--- config.mk ---
export PLATFORM = sky130hd
export DESIGN_NAME = ex_muldiv_unit_flat
export DESIGN_NICKNAME = d
export VERILOG_FILES = /design/src/rtl/ex_muldiv_unit_pkg.sv /design/src/rtl/ex_muldiv_unit_if.sv /design/src/rtl/ex_muldiv_unit_md_negate32.sv /design/src/rtl/ex_muldiv_unit.sv /design/src/flat_wrapper.sv
export SDC_FILE = /design/constraint.sdc
export NUM_CORES = 1
export LEC_CHECK = 0
export ABC_AREA = 1
export CAP_MARGIN = 15
export CORE_AREA = 2 2 234 236
export CTS_CLUSTER_SIZE = 25
export DETAILED_ROUTE_END_ITERATION = 16
export DIE_AREA = 0 0 236 238
export HOLD_SLACK_MARGIN = 0.12
export PLACE_DENSITY = 0.62
export SLEW_MARGIN = 15
export SYNTH_ARGS = -nofsm -noshare
export SYNTH_HDL_FRONTEND = slang
export SYNTH_HIERARCHICAL = 1
export SYNTH_SLANG_ARGS = --single-unit
--- constraint.sdc ---
create_clock -name sysclk -period 6.6 [get_ports sysclk]
set_input_delay 1.32 -clock sysclk [delete_from_list [all_inputs] [get_ports sysclk]]
set_output_delay 1.32 -clock sysclk [all_outputs]
set_load 0.03 [all_outputs]
--- src/rtl/ex_muldiv_unit_pkg.sv ---
// Shared pipeline definitions for the EX-stage multiply/divide unit:
// op-codes, FSM states and op-decode helpers.
package ex_muldiv_unit_pkg;

   localparam int DATA_W = 32;

   typedef enum logic [2:0] {
      OP_MULT  = 3'd0,
      OP_MULTU = 3'd1,
      OP_DIV   = 3'd2,
      OP_DIVU  = 3'd3,
      OP_MTHI  = 3'd4,
      OP_MTLO  = 3'd5
   } md_op_e;

   typedef enum logic [1:0] {
      ST_IDLE = 2'd0,
      ST_CALC = 2'd1,
      ST_FIX  = 2'd2
   } md_state_e;

   function automatic logic op_is_arith(input logic [2:0] op);
      return (op == OP_MULT) || (op == OP_MULTU) || (op == OP_DIV) || (op == OP_DIVU);
   endfunction

   function automatic logic op_is_signed(input logic [2:0] op);
      return (op == OP_MULT) || (op == OP_DIV);
   endfunction

   function automatic logic op_is_div(input logic [2:0] op);
      return (op == OP_DIV) || (op == OP_DIVU);
   endfunction

endpackage

--- src/rtl/ex_muldiv_unit_if.sv ---
// EX-stage <-> multiply/divide unit request and result bundle.
interface ex_muldiv_unit_if;
   import ex_muldiv_unit_pkg::*;

   logic              EX_MD_start;
   logic [2:0]        EX_MD_op;
   logic [DATA_W-1:0] EX_DataBusA;
   logic [DATA_W-1:0] EX_DataBusB;
   logic              MD_flush;
   logic              MD_busy;
   logic              MD_done;
   logic              MD_divZero;
   logic [DATA_W-1:0] HI;
   logic [DATA_W-1:0] LO;

   modport master (
      output EX_MD_start, EX_MD_op, EX_DataBusA, EX_DataBusB, MD_flush,
      input  MD_busy, MD_done, MD_divZero, HI, LO
   );

   modport slave (
      input  EX_MD_start, EX_MD_op, EX_DataBusA, EX_DataBusB, MD_flush,
      output MD_busy, MD_done, MD_divZero, HI, LO
   );

endinterface

--- src/rtl/ex_muldiv_unit_md_negate32.sv ---
// Conditional two's-complement of a 32-bit word; inc is the carry-in so two
// instances can be chained into a 64-bit negation.
module md_negate32 (
   input  logic        neg,
   input  logic        inc,
   input  logic [31:0] a,
   output logic [31:0] y
);

   assign y = neg ? (~a + {31'd0, inc}) : a;

endmodule

--- src/rtl/ex_muldiv_unit.sv ---
// Iterative MIPS-style HI/LO multiply/divide unit: 32-cycle radix-2
// shift-add multiply and restoring divide on magnitudes, sign fix-up in FIX.
module ex_muldiv_unit
   import ex_muldiv_unit_pkg::*;
(
   input logic           sysclk,
   input logic           reset,
   ex_muldiv_unit_if.slave md
);

   md_state_e             state, state_nx;
   logic [4:0]            cnt;
   logic [2*DATA_W-1:0]   acc;
   logic [DATA_W-1:0]     opnd;
   logic                  is_div_r, sign_a_r, sign_b_r, div_zero_r;
   logic [DATA_W-1:0]     hi_r, lo_r;

   logic                  op_arith, op_signed, op_div, b_zero;
   logic [DATA_W-1:0]     mag_a, mag_b;
   logic                  ld_arith, wr_hi_mt, wr_lo_mt, fix_commit;
   logic [DATA_W:0]       mul_sum, div_rem, div_diff;
   logic [2*DATA_W-1:0]   mul_next, div_next;
   logic                  sign_diff, neg_hi, inc_hi;
   logic [DATA_W-1:0]     res_lo, res_hi;

   assign op_arith  = op_is_arith(md.EX_MD_op);
   assign op_signed = op_is_signed(md.EX_MD_op);
   assign op_div    = op_is_div(md.EX_MD_op);
   assign b_zero    = (md.EX_DataBusB == '0);

   md_negate32 u_mag_a (.neg(op_signed & md.EX_DataBusA[DATA_W-1]), .inc(1'b1),
                        .a(md.EX_DataBusA), .y(mag_a));
   md_negate32 u_mag_b (.neg(op_signed & md.EX_DataBusB[DATA_W-1]), .inc(1'b1),
                        .a(md.EX_DataBusB), .y(mag_b));

   // One iteration: multiply adds the multiplicand when the multiplier LSB is
   // set and shifts right; divide shifts left and subtracts when it fits.
   assign mul_sum  = {1'b0, acc[2*DATA_W-1:DATA_W]} + (acc[0] ? {1'b0, opnd} : '0);
   assign mul_next = {mul_sum, acc[DATA_W-1:1]};
   assign div_rem  = acc[2*DATA_W-1:DATA_W-1];
   assign div_diff = div_rem - {1'b0, opnd};
   assign div_next = div_diff[DATA_W] ? {div_rem[DATA_W-1:0], acc[DATA_W-2:0], 1'b0}
                                      : {div_diff[DATA_W-1:0], acc[DATA_W-2:0], 1'b1};

   // Multiply negates the full 64-bit product; divide negates the quotient on
   // differing signs and gives the remainder the dividend's sign.
   assign sign_diff = sign_a_r ^ sign_b_r;
   assign neg_hi    = is_div_r ? sign_a_r : sign_diff;
   assign inc_hi    = is_div_r ? 1'b1 : (acc[DATA_W-1:0] == '0);

   md_negate32 u_res_lo (.neg(sign_diff), .inc(1'b1), .a(acc[DATA_W-1:0]), .y(res_lo));
   md_negate32 u_res_hi (.neg(neg_hi), .inc(inc_hi), .a(acc[2*DATA_W-1:DATA_W]), .y(res_hi));

   always_comb begin
      state_nx   = state;
      ld_arith   = 1'b0;
      wr_hi_mt   = 1'b0;
      wr_lo_mt   = 1'b0;
      fix_commit = 1'b0;
      case (state)
         ST_IDLE: begin
            if (md.EX_MD_start && !md.MD_flush) begin
               if (op_arith) begin
                  ld_arith = 1'b1;
                  state_nx = (op_div && b_zero) ? ST_FIX : ST_CALC;
               end else begin
                  wr_hi_mt = (md.EX_MD_op == OP_MTHI);
                  wr_lo_mt = (md.EX_MD_op == OP_MTLO);
               end
            end
         end
         ST_CALC: begin
            if (md.MD_flush)
               state_nx = ST_IDLE;
            else if (cnt == 5'd31)
               state_nx = ST_FIX;
         end
         ST_FIX: begin
            state_nx   = ST_IDLE;
            fix_commit = !md.MD_flush && !div_zero_r;
         end
         default: state_nx = ST_IDLE;
      endcase
   end

   always_ff @(posedge sysclk) begin
      if (reset) begin
         state      <= ST_IDLE;
         cnt        <= '0;
         div_zero_r <= 1'b0;
         hi_r       <= '0;
         lo_r       <= '0;
      end else begin
         state <= state_nx;
         if (ld_arith) begin
            cnt        <= '0;
            div_zero_r <= op_div && b_zero;
         end else if (state == ST_CALC) begin
            cnt <= cnt + 5'd1;
         end
         if (wr_hi_mt) hi_r <= md.EX_DataBusA;
         if (wr_lo_mt) lo_r <= md.EX_DataBusA;
         if (fix_commit) begin
            hi_r <= res_hi;
            lo_r <= res_lo;
         end
      end
   end

   // Datapath registers carry no reset; control decides when they matter.
   always_ff @(posedge sysclk) begin
      if (ld_arith) begin
         acc      <= {{DATA_W{1'b0}}, (op_div ? mag_a : mag_b)};
         opnd     <= op_div ? mag_b : mag_a;
         is_div_r <= op_div;
         sign_a_r <= op_signed & md.EX_DataBusA[DATA_W-1];
         sign_b_r <= op_signed & md.EX_DataBusB[DATA_W-1];
      end else if (state == ST_CALC) begin
         acc <= is_div_r ? div_next : mul_next;
      end
   end

   assign md.MD_busy    = (state != ST_IDLE);
   assign md.MD_done    = (state == ST_FIX) && !md.MD_flush && !reset;
   assign md.MD_divZero = md.MD_done && div_zero_r;
   assign md.HI         = hi_r;
   assign md.LO         = lo_r;

endmodule

--- src/flat_wrapper.sv ---
// flat-port wrapper written by rule: the top's interface ports become plain ports
module ex_muldiv_unit_flat import ex_muldiv_unit_pkg::*;
  (sysclk, reset, md_EX_MD_start, md_EX_MD_op, md_EX_DataBusA, md_EX_DataBusB, md_MD_flush, md_MD_busy, md_MD_done, md_MD_divZero, md_HI, md_LO);
  ex_muldiv_unit_if md_i ();
  input logic sysclk;
  input logic reset;
  input wire logic [$bits(md_i.EX_MD_start)-1:0] md_EX_MD_start;
  input wire logic [$bits(md_i.EX_MD_op)-1:0] md_EX_MD_op;
  input wire logic [$bits(md_i.EX_DataBusA)-1:0] md_EX_DataBusA;
  input wire logic [$bits(md_i.EX_DataBusB)-1:0] md_EX_DataBusB;
  input wire logic [$bits(md_i.MD_flush)-1:0] md_MD_flush;
  output wire logic [$bits(md_i.MD_busy)-1:0] md_MD_busy;
  output wire logic [$bits(md_i.MD_done)-1:0] md_MD_done;
  output wire logic [$bits(md_i.MD_divZero)-1:0] md_MD_divZero;
  output wire logic [$bits(md_i.HI)-1:0] md_HI;
  output wire logic [$bits(md_i.LO)-1:0] md_LO;
  assign md_i.EX_MD_start = md_EX_MD_start;
  assign md_i.EX_MD_op = md_EX_MD_op;
  assign md_i.EX_DataBusA = md_EX_DataBusA;
  assign md_i.EX_DataBusB = md_EX_DataBusB;
  assign md_i.MD_flush = md_MD_flush;
  assign md_MD_busy = md_i.MD_busy;
  assign md_MD_done = md_i.MD_done;
  assign md_MD_divZero = md_i.MD_divZero;
  assign md_HI = md_i.HI;
  assign md_LO = md_i.LO;
  ex_muldiv_unit u_core (.sysclk(sysclk), .reset(reset), .md(md_i));
endmodule
* Yosys cells after proc, flatten, opt, wreduce, memory -nomap -nowiden
Cells that the tools add are included.
** Cells by class
- Add/subtract/negate cells :: 7
- Bitwise logic cells :: 7
- Mux-type cells :: 33
- Reductions and logical operators :: 24
- Equality and inequality tests :: 11
** Operators with widths (count)
- $mux 32 :: 13
- $mux 64 :: 2
- $not 32->32 :: 4
- $add 32x1->32 const B :: 3
- $logic_not 32->1 :: 2
- $add 32x32->33 :: 1
- $sub 33x32->33 :: 1
- $add 32x1->32 :: 1
- $mux 1 :: 12
- $mux 2 :: 5
- $reduce_bool 2->1 :: 4
- $eq 3x2->1 const B :: 2
- $eq 3x3->1 const B :: 2
- $logic_and 1x1->1 :: 6
- $add 5x1->5 const B :: 1
- $eq 5x5->1 const B :: 1
- $logic_or 1x1->1 :: 5
- $ne 2x1->1 const B :: 2
- $pmux 2 s2 :: 1
- $eq 3x1->1 const B :: 1
- $logic_not 1->1 :: 3
- $logic_not 3->1 :: 1
- $ne 3x2->1 const B :: 1
- $reduce_and 3->1 :: 1
- other kinds (6) :: 7
** Word-level totals
- Word-level logic and storage cells :: 93
- Input port bits :: 71
- Output and inout bits :: 67
- Register bits after elaboration :: 171

* Logic depth before layout (Yosys ltp)
Gate-level depths: netlist of run 1.
- Depth after elaboration :: 9
- Mapped depth :: 19
- Mapped depth without buffers :: 18

* By module
The synthesis of run 1 kept the hierarchy.
** Modules (own cells, without submodules)
- ex_muldiv_unit :: cells an instance 2279, area an instance 14012.2 um^2, instances 1, seq. area each 4093.9 um^2
- md_negate32 (u_core.u_mag_b ...) :: cells an instance 233, area an instance 1147.4 um^2, instances 3, seq. area each 0.0 um^2
- md_negate32 (u_core.u_mag_a) :: cells an instance 234, area an instance 1176.1 um^2, instances 1, seq. area each 0.0 um^2

* Worst setup path before layout of run 1
Ideal clock, no wire load.
- Kind :: input to output
- Start point :: input port reset
- End point :: output port md_MD_divZero
- Buffers on the path :: 1
- Arrival time :: 2.202 ns
- Data required time :: 5.280 ns
- Slack :: 3.078 ns
- Stages :: 2
- Cell sequence :: clkbuf_1 > nor3_1
** Between the ends
- Longest elaborated chain between the ends :: 3
** Ends and longest elaborated chain
- start: declaration :: RTL line flat_wrapper.sv:6 : input logic reset;
- $logic_not 1->1 :: RTL line ex_muldiv_unit.sv:124 : assign md.MD_done = (state == ST_FIX) && !md.MD_flush && !reset;
- $logic_and 1x1->1 :: RTL line ex_muldiv_unit.sv:124
- $logic_and 1x1->1 :: RTL line ex_muldiv_unit.sv:125 : assign md.MD_divZero = md.MD_done && div_zero_r;
- end: declaration :: RTL line flat_wrapper.sv:14 : output wire logic [$bits(md_i.MD_divZero)-1:0] md_MD_divZero;
No other way between the ends.

* Final worst setup path of run 1
Same ends and word-level chain as after synthesis.

==> results of run 1 <==
## layout by cell type (no fill, tap or decap), types with 7 or more instances in the layout
master and count:
edfxtp_1 67, clkbuf_16 17, nor2_2 24, nand2_4 10, nor3_1 20, nand2_1 1128, a31oi_1 34, xnor2_1 26
o211ai_1 31, buf_4 19, nor4_1 9, ha_1 78, dfxtp_1 104, xor2_1 51, nor2_1 285, mux2i_1 26
nand2_2 32, inv_6 7, a21oi_1 128, nor2_4 30, clkdlybuf4s50_1 137, nand4_1 28, inv_1 512, nand3_1 200
inv_2 13, o21ai_2 12, a21oi_2 7, o21ai_0 219
## cells in the mapped netlist (3+ instances only)
master,n,area share
nand2_1,1128,0.23
inv_1,512,0.10
nor2_1,289,0.058
o21ai_0,219,0.059
nand3_1,200,0.054
a21oi_1,128,0.034
dfxtp_1,104,0.11
ha_1,78,0.052
edfxtp_1,67,0.11
clkbuf_1,65,0.013
xor2_1,52,0.024
a31oi_1,34,0.011
nand2_2,32,0.011
o211ai_1,31,0.012
nand4_1,28,0.0094
nor2_4,28,0.017
mux2i_1,26,0.014
xnor2_1,26,0.012
nor2_2,22,0.0074
nor3_1,20,0.0054
inv_2,13,0.0026
o21ai_2,12,0.0056
nand2_4,10,0.0060
buf_4,9,0.0036
nor4_1,9,0.0030
buf_1,8,0.0016
buf_2,8,0.0021
a21oi_2,7,0.0033
nand3b_1,6,0.0024
o21bai_1,6,0.0024
buf_6,5,0.0030
nor2_8,4,0.0043
and2_1,3,0.0010
nand3_2,3,0.0016
## metal layers
layer / wire length, µm / vias to the layer above / global-route usage
met5: 0 / - / 0
met4: 1990 / 0 / 0.0801
met3: 4890 / 109 / 0.0366
met2: 35000 / 773 / 0.443
met1: 31200 / 9395 / 0.331
li1: - / 10300 / -
## sequential cells by signal, indices dropped and copies added (netlist names)
| signal | cells |
|---|---|
| u_core/sign_b_r | 1 |
| u_core/md.LO | 32 |
| u_core/opnd | 32 |
| u_core/div_zero_r | 1 |
| u_core/is_div_r | 1 |
| u_core/acc | 64 |
| u_core/md.HI | 32 |
| u_core/state | 2 |
| u_core/cnt | 5 |
| u_core/sign_a_r | 1 |
## cell type report
cell class	count	area share
repair buffers	156	0.0713
flip-flops and latches	171	0.193
multi-input cells	2424	0.573
clock inverters	15	0.00930
well taps	696	0.0410
clock buffers	17	0.0200
inverters	527	0.0931
## worst paths after layout
kind,startpoint,to,slack [ps],cells past startpoint
setup / recovery,reset,md_MD_divZero,2420,4
hold / removal,u_core/cnt[4]$_SDFFE_PP0P_,u_core/cnt[4]$_SDFFE_PP0P_,470,2
setup reg to reg,u_core/acc[11]$_DFFE_PP_,u_core/md.HI[30]$_SDFFE_PP0P_,2960,13
hold reg to reg,u_core/cnt[4]$_SDFFE_PP0P_,u_core/cnt[4]$_SDFFE_PP0P_,470,2
## worst reg2reg max path, delay by kind of cell, from the launching register on
kind | cells | cell delay [ps]
AND/OR/NAND/NOR | 8 | 1300
flip-flops | 1 | 570
AO/OA/AOI/OAI | 3 | 1190
adder cells (fa/ha/maj) | 2 | 510
## power breakdown
group / internal (mW) / switching, mW / total (mW)
clock: 0.578 / 0.525 / 1.10
sequential: 1.18 / 0.215 / 1.40
combinational: 0.655 / 1.37 / 2.02
## kinds of logic after synthesis
| family | after synthesis | share of synthesized area |
|---|---|---|
| XOR/XNOR | 79 | 0.0375 |
| flip-flops | 171 | 0.220 |
| multiplexers | 26 | 0.0140 |
| AO/OA/AOI/OAI | 444 | 0.132 |
| AND/OR/NAND/NOR | 1789 | 0.412 |
| buffers and inverters | 622 | 0.130 |
| adder cells (fa/ha/maj) | 80 | 0.0545 |
| other | 1 | 0.000201 |
==> results.sh, run 1 <==
export IMPL_clock_skew_ps=15.1
export IMPL_routed_via_density=5.13
export IMPL_tightestPinTransition_ps=1100
export IMPL_syn_area_per_cell_um2=5.80
export IMPL_routed_wirelength_um=73100
export IMPL_dp_slack_ps=2230
export IMPL_numCtsBuffers=17
export IMPL_grt_max_degree=77
export IMPL_clk_latency_ps=480
export IMPL_root_buffer="clkbuf_16"
export IMPL_diodes=0
export IMPL_synth_flop_cell="dfxtp_1"
export IMPL_crit_top_cell="clkdlybuf4s50_1"
export IMPL_peakVddDrop_uv=199
export IMPL_worstSetupEndpointType="output port"
export IMPL_crit_required_ps=5280
export IMPL_slew_violations=0
export IMPL_ys_seq_elements=171
export IMPL_powerDensity_nw_per_um2=213
export IMPL_crit_path_cell_trace="clkdlybuf4s50_1, buf_4, nor3_1, clkdlybuf4s50_1"
export IMPL_fin_tns_setup_ps=0
export IMPL_cts_tree="built"
export IMPL_cts_resized=0
export IMPL_ys_warn_count=6
export IMPL_max_cap_viol_count=0
export IMPL_dieArea_um2=56200
export IMPL_wl_per_cell_um=18.2
export IMPL_ios=138
export IMPL_num_fill_cells=5904
export IMPL_max_slew_margin=0.264
export IMPL_crit_slowest_cell="clkdlybuf4s50_1"
export IMPL_core_area_um2=53500
export IMPL_hold_viol_final=0
export IMPL_cts_hold_buffers=0
export IMPL_period_share=0.634
export IMPL_hp_class="reg2reg"
export IMPL_fin_ws_ps=2420
export IMPL_fin_worst_hold_slack_ps=475
export IMPL_post_route_min_period_ps=4180
export IMPL_synth_area_um2=18600
export IMPL_vias=20600
export IMPL_clk_pin_slew_ps=70
export IMPL_crit_fanout=37
export IMPL_crit_arrival_ps=2860
export IMPL_rows=85
export IMPL_cts_buffer_depth=2
export IMPL_post_route_util=0.397
export IMPL_syn2layout_area_growth_pct=14.0
export IMPL_post_cts_setup_buffers=0
export IMPL_instances_no_fill=4006
export IMPL_syn_instance_count=3212
export IMPL_cts_htree_levels=4
export IMPL_max_stage_delay_ps=690
export IMPL_path_class="in2out"
export IMPL_cp_top_family="buffers and inverters"
export IMPL_synth_distinct_cells=48
export IMPL_total_power_mw=4.53
export IMPL_die_w_um=236
export IMPL_antenna_found_initial=0
export IMPL_synth_edf_count=67
export IMPL_routabilityCongestion=0.980
export IMPL_clock_sinks=171
export IMPL_drive_above_1_share=0.0589
export IMPL_multi_input_area_um2=12200
export IMPL_first_pass_iters=6
export IMPL_outcome="complete, no violations"
export IMPL_crit_buf_inv=3
export IMPL_fin_area_um2=21200
export IMPL_setup_violations=0
export IMPL_initial_utilization=0.348
export IMPL_p_leak_nw=10.6
export IMPL_port_buffers=137
export IMPL_grt_usage=0.257
export IMPL_dp_hpwl_um=58600
export IMPL_postRouteAntennaNets=0
export IMPL_grt_overflow_total=0
export IMPL_grt_pass1_wl_um=112000
export IMPL_seqCellArea_um2=4090
export IMPL_fmax_mhz=239
export IMPL_nets=3448
export IMPL_grt_pass1_vias=19000
export IMPL_async_flop_share=0
export IMPL_place_area_um2=20600
export IMPL_initialDrtViolationCount=2141
export IMPL_dp_cells=3974
export IMPL_seq_area_frac_synth=0.220
export IMPL_drc=0
export IMPL_rsz0062_at_grt="false"
export IMPL_fp_dieH_um=238
export IMPL_startpoint_type="input port"
(Power assumes the default switching activity.)
==> run 2: changes to the inputs <==
- PLACE_DENSITY: 0.62 -> 0.64
- clock period: 6.6 -> 3.7 ns (I/O delays scaled with it)
==> results.sh, run 2 (same netlist as run 1, synthesis figures left out) <==
export IMPL_post_route_util=0.400
export IMPL_nets=3470
export IMPL_fin_worst_hold_slack_ps=470
export IMPL_antenna_found_initial=0
export IMPL_hold_viol_final=0
export IMPL_worstSetupEndpointType="flip-flop"
export IMPL_slew_violations=0
export IMPL_numCtsBuffers=17
export IMPL_grt_util_met3=0.0376
export IMPL_fp_dieH_um=238
export IMPL_vias=20700
export IMPL_drc=0
export IMPL_dp_cells=3996
export IMPL_tightestPinTransition_ps=1030
export IMPL_crit_buf_inv=1
export IMPL_post_cts_setup_buffers=0
export IMPL_clock_skew_ps=12.9
export IMPL_top_usage_layer="met2"
export IMPL_largest_reg_flops=64
export IMPL_instances_no_fill=4028
export IMPL_startpoint_type="flip-flop"
export IMPL_hp_class="reg2reg"
export IMPL_postRouteAntennaNets=0
export IMPL_wl_per_cell_um=17.9
export IMPL_outcome="complete, no violations"
export IMPL_clk_pin_slew_ps=70
export IMPL_fin_tns_setup_ps=0
export IMPL_initialDrtViolationCount=1943
export IMPL_core_area_um2=53500
export IMPL_fmax_mhz=300
export IMPL_cts_buffer_depth=2
export IMPL_seqCellArea_um2=4090
export IMPL_routed_via_density=5.13
export IMPL_grt_overflow_total=0
export IMPL_total_power_mw=7.93
export IMPL_final_cell_mix="1128 x nand2_1, 512 x inv_1, 285 x nor2_1"
export IMPL_dp_hpwl_um=57900
export IMPL_p_leak_nw=10.7
export IMPL_grt_usage=0.256
export IMPL_dieArea_um2=56200
export IMPL_peakVddDrop_uv=361
export IMPL_period_share=0.901
export IMPL_cts_hold_buffers=0
export IMPL_powerDensity_nw_per_um2=371
export IMPL_max_cap_viol_count=0
export IMPL_port_buffers=137
export IMPL_grt_pass1_wl_um=111000
export IMPL_largest_register="u_core/acc"
export IMPL_grt_pass1_vias=19300
export IMPL_clk_latency_ps=460
export IMPL_crit_fanout=4
export IMPL_max_stage_delay_ps=730
export IMPL_die_w_um=236
export IMPL_crit_arrival_ps=3710
export IMPL_drive_above_1_share=0.0651
export IMPL_cp_top_family="simple AND/OR/NAND/NOR gates"
export IMPL_first_pass_iters=6
export IMPL_setup_violations=0
export IMPL_routed_wirelength_um=72200
export IMPL_grt_use_met2=0.430
export IMPL_root_buffer="clkbuf_16"
export IMPL_diodes=0
export IMPL_rsz0062_at_grt="false"
export IMPL_path_class="reg2reg"
export IMPL_grt_max_degree=100
export IMPL_final_common_cell="nand2_1"
export IMPL_crit_slowest_cell="o41ai_1"
export IMPL_initial_utilization=0.348
export IMPL_syn2layout_area_growth_pct=14.7
export IMPL_fin_area_um2=21400
export IMPL_multi_input_area_um2=12200
export IMPL_post_route_min_period_ps=3330
export IMPL_met1_usage=0.325
export IMPL_crit_required_ps=4070
export IMPL_cts_resized=0
export IMPL_routabilityCongestion=0.989
export IMPL_rows=85
export IMPL_place_area_um2=20800
export IMPL_dp_slack_ps=291
export IMPL_num_fill_cells=5901
export IMPL_cts_tree="built"
export IMPL_ios=138
export IMPL_fin_ws_ps=367
export IMPL_crit_top_cell="nand2_1"
export IMPL_cts_htree_levels=4
export IMPL_max_slew_margin=0.309
export IMPL_crit_path_cell_trace="inv_1, nand4_1, nor3_1, nand3_1, o41ai_1, ha_1, ha_1, nand3_2, nand2_1, o21ai_2, nor2_4, nand3_1, nand2_1, nand2_1, a31oi_1"
export IMPL_clock_sinks=171
run 2: changes by cell type in the layout (fill, tap and decap cells not counted), moves of 2 or more:
cell / previous run / this run
buf_12: 0 / 2
buf_4: 19 / 39
clkinv_4: 1 / 5
clkinv_8: 3 / 0
clkinvlp_2: 0 / 2
inv_6: 7 / 4
run 2: area by class of cell:
cell class,instances,area share
sequential,171,0.192
clock inverter,15,0.00650
tap,696,0.0407
multi-input combinational,2424,0.569
inverter,527,0.0925
timing repair buffer,178,0.0797
clock buffer,17,0.0199
run 2: worst reg2reg max path, delay by kind of cell, from the launching register on:
family / cells / cell delay, ps
simple gates: 9 / 1190
compound gates: 3 / 1020
fa+ha+maj: 2 / 490
flops: 1 / 440
buf+inv: 1 / 130
run 2: final timing paths:
kind,from,end,slack [ps],depth (start not counted)
min,u_core/cnt[4]$_SDFFE_PP0P_,u_core/cnt[4]$_SDFFE_PP0P_,470,2
max,u_core/acc[1]$_DFFE_PP_,u_core/md.HI[22]$_SDFFE_PP0P_,370,15
max reg2reg,u_core/acc[1]$_DFFE_PP_,u_core/md.HI[22]$_SDFFE_PP0P_,370,15
min reg2reg,u_core/cnt[4]$_SDFFE_PP0P_,u_core/cnt[4]$_SDFFE_PP0P_,470,2
run 2: routing by layer:
metal	routed length (µm)	vias to the layer above
met1	30600	9486
li1	-	10300
met4	3180	0
met3	4870	119
met2	33600	752
met5	0	-
run 2: power breakdown:
part	internal [mW]	total, mW	switching [mW]
clock	0.936	1.82	0.883
combinational	1.20	3.67	2.47
sequential	2.11	2.43	0.321
total	4.25	7.93	3.68
==> run 3: changes to the inputs <==
- ABC_CLOCK_PERIOD_IN_PS: unset -> 3700
- SETUP_SLACK_MARGIN: unset -> 0.2
==> results.sh, run 3 (same netlist as run 1, synthesis figures left out) <==
export IMPL_dp_cells=3996
export IMPL_whs_endpoint="u_core/cnt[4]$_SDFFE_PP0P_"
export IMPL_max_cap_viol_count=0
export IMPL_routabilityCongestion=0.989
export IMPL_powerDensity_nw_per_um2=371
export IMPL_outcome="complete, no violations"
export IMPL_initial_utilization=0.348
export IMPL_clk_pin_slew_ps=70
export IMPL_drive_above_1_share=0.0654
export IMPL_fmax_mhz=316
export IMPL_largest_reg_flops=64
export IMPL_diodes=0
export IMPL_cts_hold_buffers=0
export IMPL_crit_fanout=27
export IMPL_grt_pass1_wl_um=111000
export IMPL_die_w_um=236
export IMPL_drc=0
export IMPL_fin_ws_ps=534
export IMPL_path_class="reg2reg"
export IMPL_reg2reg_from="u_core/acc[31]$_DFFE_PP_"
export IMPL_cts_tree="built"
export IMPL_hold_depth=2
export IMPL_fin_tns_setup_ps=0
export IMPL_first_pass_iters=6
export IMPL_fp_dieH_um=238
export IMPL_r2r_end="u_core/acc[50]$_SDFFE_PP0P_"
export IMPL_final_cell_mix="1128 x nand2_1, 512 x inv_1, 285 x nor2_1"
export IMPL_fin_worst_hold_slack_ps=470
export IMPL_multi_input_area_um2=12200
export IMPL_dp_hpwl_um=57900
export IMPL_setup_violations=0
export IMPL_instances_no_fill=4028
export IMPL_rows=85
export IMPL_peakVddDrop_uv=360
export IMPL_slew_violations=0
export IMPL_min_from="u_core/cnt[4]$_SDFFE_PP0P_"
export IMPL_p_leak_nw=10.7
export IMPL_cts_htree_levels=4
export IMPL_crit_top_cell="nand2_2"
export IMPL_grt_overflow_total=0
export IMPL_crit_slowest_cell="edfxtp_1"
export IMPL_fin_area_um2=21400
export IMPL_largest_register="u_core/acc"
export IMPL_dieArea_um2=56200
export IMPL_port_buffers=137
export IMPL_clk_latency_ps=460
export IMPL_numCtsBuffers=17
export IMPL_ios=138
export IMPL_grt_pass1_vias=19300
export IMPL_nets=3470
export IMPL_place_area_um2=20800
export IMPL_cts_buffer_depth=2
export IMPL_crit_arrival_ps=3500
export IMPL_hp_class="reg2reg"
export IMPL_postRouteAntennaNets=0
export IMPL_startpoint_type="flip-flop"
export IMPL_antenna_found_initial=0
export IMPL_worstSetupEndpointType="flip-flop"
export IMPL_crit_path_cell_trace="inv_1, ha_1, fa_1, inv_1, nand3_1, nand2_2, nand2_2, nand2_2, nand2_2, nand2_2, nand2_4, nand2_4, nand2_2, nand2_4, nand2_1, nand3_1, a21oi_1"
export IMPL_clock_sinks=171
export IMPL_tightestPinTransition_ps=1040
export IMPL_regToRegSetupSlack_ps=530
export IMPL_vias=20600
export IMPL_syn2layout_area_growth_pct=14.8
export IMPL_grt_max_degree=100
export IMPL_crit_required_ps=4040
export IMPL_clock_skew_ps=13.5
export IMPL_root_buffer="clkbuf_16"
export IMPL_post_route_min_period_ps=3170
export IMPL_core_area_um2=53500
export IMPL_routed_wirelength_um=72100
export IMPL_dp_slack_ps=291
export IMPL_num_fill_cells=5901
export IMPL_seqCellArea_um2=4090
export IMPL_max_stage_delay_ps=480
export IMPL_initialDrtViolationCount=1949
export IMPL_max_slew_margin=0.307
export IMPL_period_share=0.856
export IMPL_routed_via_density=5.11
export IMPL_reg2regPathDepth=17
export IMPL_rsz0062_at_grt="false"
export IMPL_hold_viol_final=0
export IMPL_wl_per_cell_um=17.9
export IMPL_grt_usage=0.256
export IMPL_final_common_cell="nand2_1"
## run 3: worst max-delay path by stage
| stage | cells past startpoint | startpoint | end | slack (ps) |
|---|---|---|---|---|
| after floorplan | 8 | md_MD_flush | u_core/acc[23]$_DFFE_PP_ | 790 |
| after global placement | 12 | md_EX_MD_op[1] | u_core/acc[11]$_DFFE_PP_ | 260 |
| after detailed placement | 12 | md_EX_MD_op[1] | u_core/acc[11]$_DFFE_PP_ | 290 |
| after CTS | 15 | u_core/acc[3]$_DFFE_PP_ | u_core/md.HI[22]$_SDFFE_PP0P_ | 500 |
| after global routing | 15 | u_core/acc[31]$_DFFE_PP_ | u_core/acc[0]$_DFFE_PP_ | 370 |
| final | 17 | u_core/acc[31]$_DFFE_PP_ | u_core/acc[50]$_SDFFE_PP0P_ | 530 |
## run 3: area by class of cell
| class | instances | share of cell area |
|---|---|---|
| multi-input cells | 2424 | 0.569 |
| flip-flops and latches | 171 | 0.191 |
| inverters | 527 | 0.0925 |
| repair buffers | 178 | 0.0797 |
| well taps | 696 | 0.0407 |
| clock buffers | 17 | 0.0199 |
| clock inverters | 15 | 0.00649 |
## run 3: what timing repair did
item / CTS / global route
setup buffers: 0 / 0
gates resized for setup: 0 / 1
setup endpoints to repair: 0 / 6
## run 3: per-stage QoR
stage                     utilization  power (mW)
after floorplan                     -        4.91
after global placement          0.389        6.07
after detailed placement        0.389        6.07
after CTS                       0.400        7.90
after global routing            0.400        8.49
final                           0.400        7.93
## run 3: where the power goes
part / leakage, nW / switching [mW] / internal [mW]
combinational: 8.94 / 2.47 / 1.20
sequential: 1.47 / 0.320 / 2.11
clock: 0.267 / 0.887 / 0.936
## run 3: routing by layer
| layer | GRT usage | up-vias | wire length, µm |
|---|---|---|---|
| met2 | 0.430 | 737 | 33500 |
| met4 | 0.111 | 0 | 3170 |
| met1 | 0.325 | 9441 | 30700 |
| met3 | 0.0376 | 120 | 4750 |
| li1 | - | 10300 | - |
| met5 | 0 | - | 0 |
## run 3: critical path, delay by kind of cell (launching register included)
kind / cells / cell delay, ps
AOI/OAI and AO/OA: 1 / 80
DFF: 1 / 480
buffers and inverters: 2 / 220
and+or+nand+nor: 12 / 1540
adders and majority gates: 2 / 710
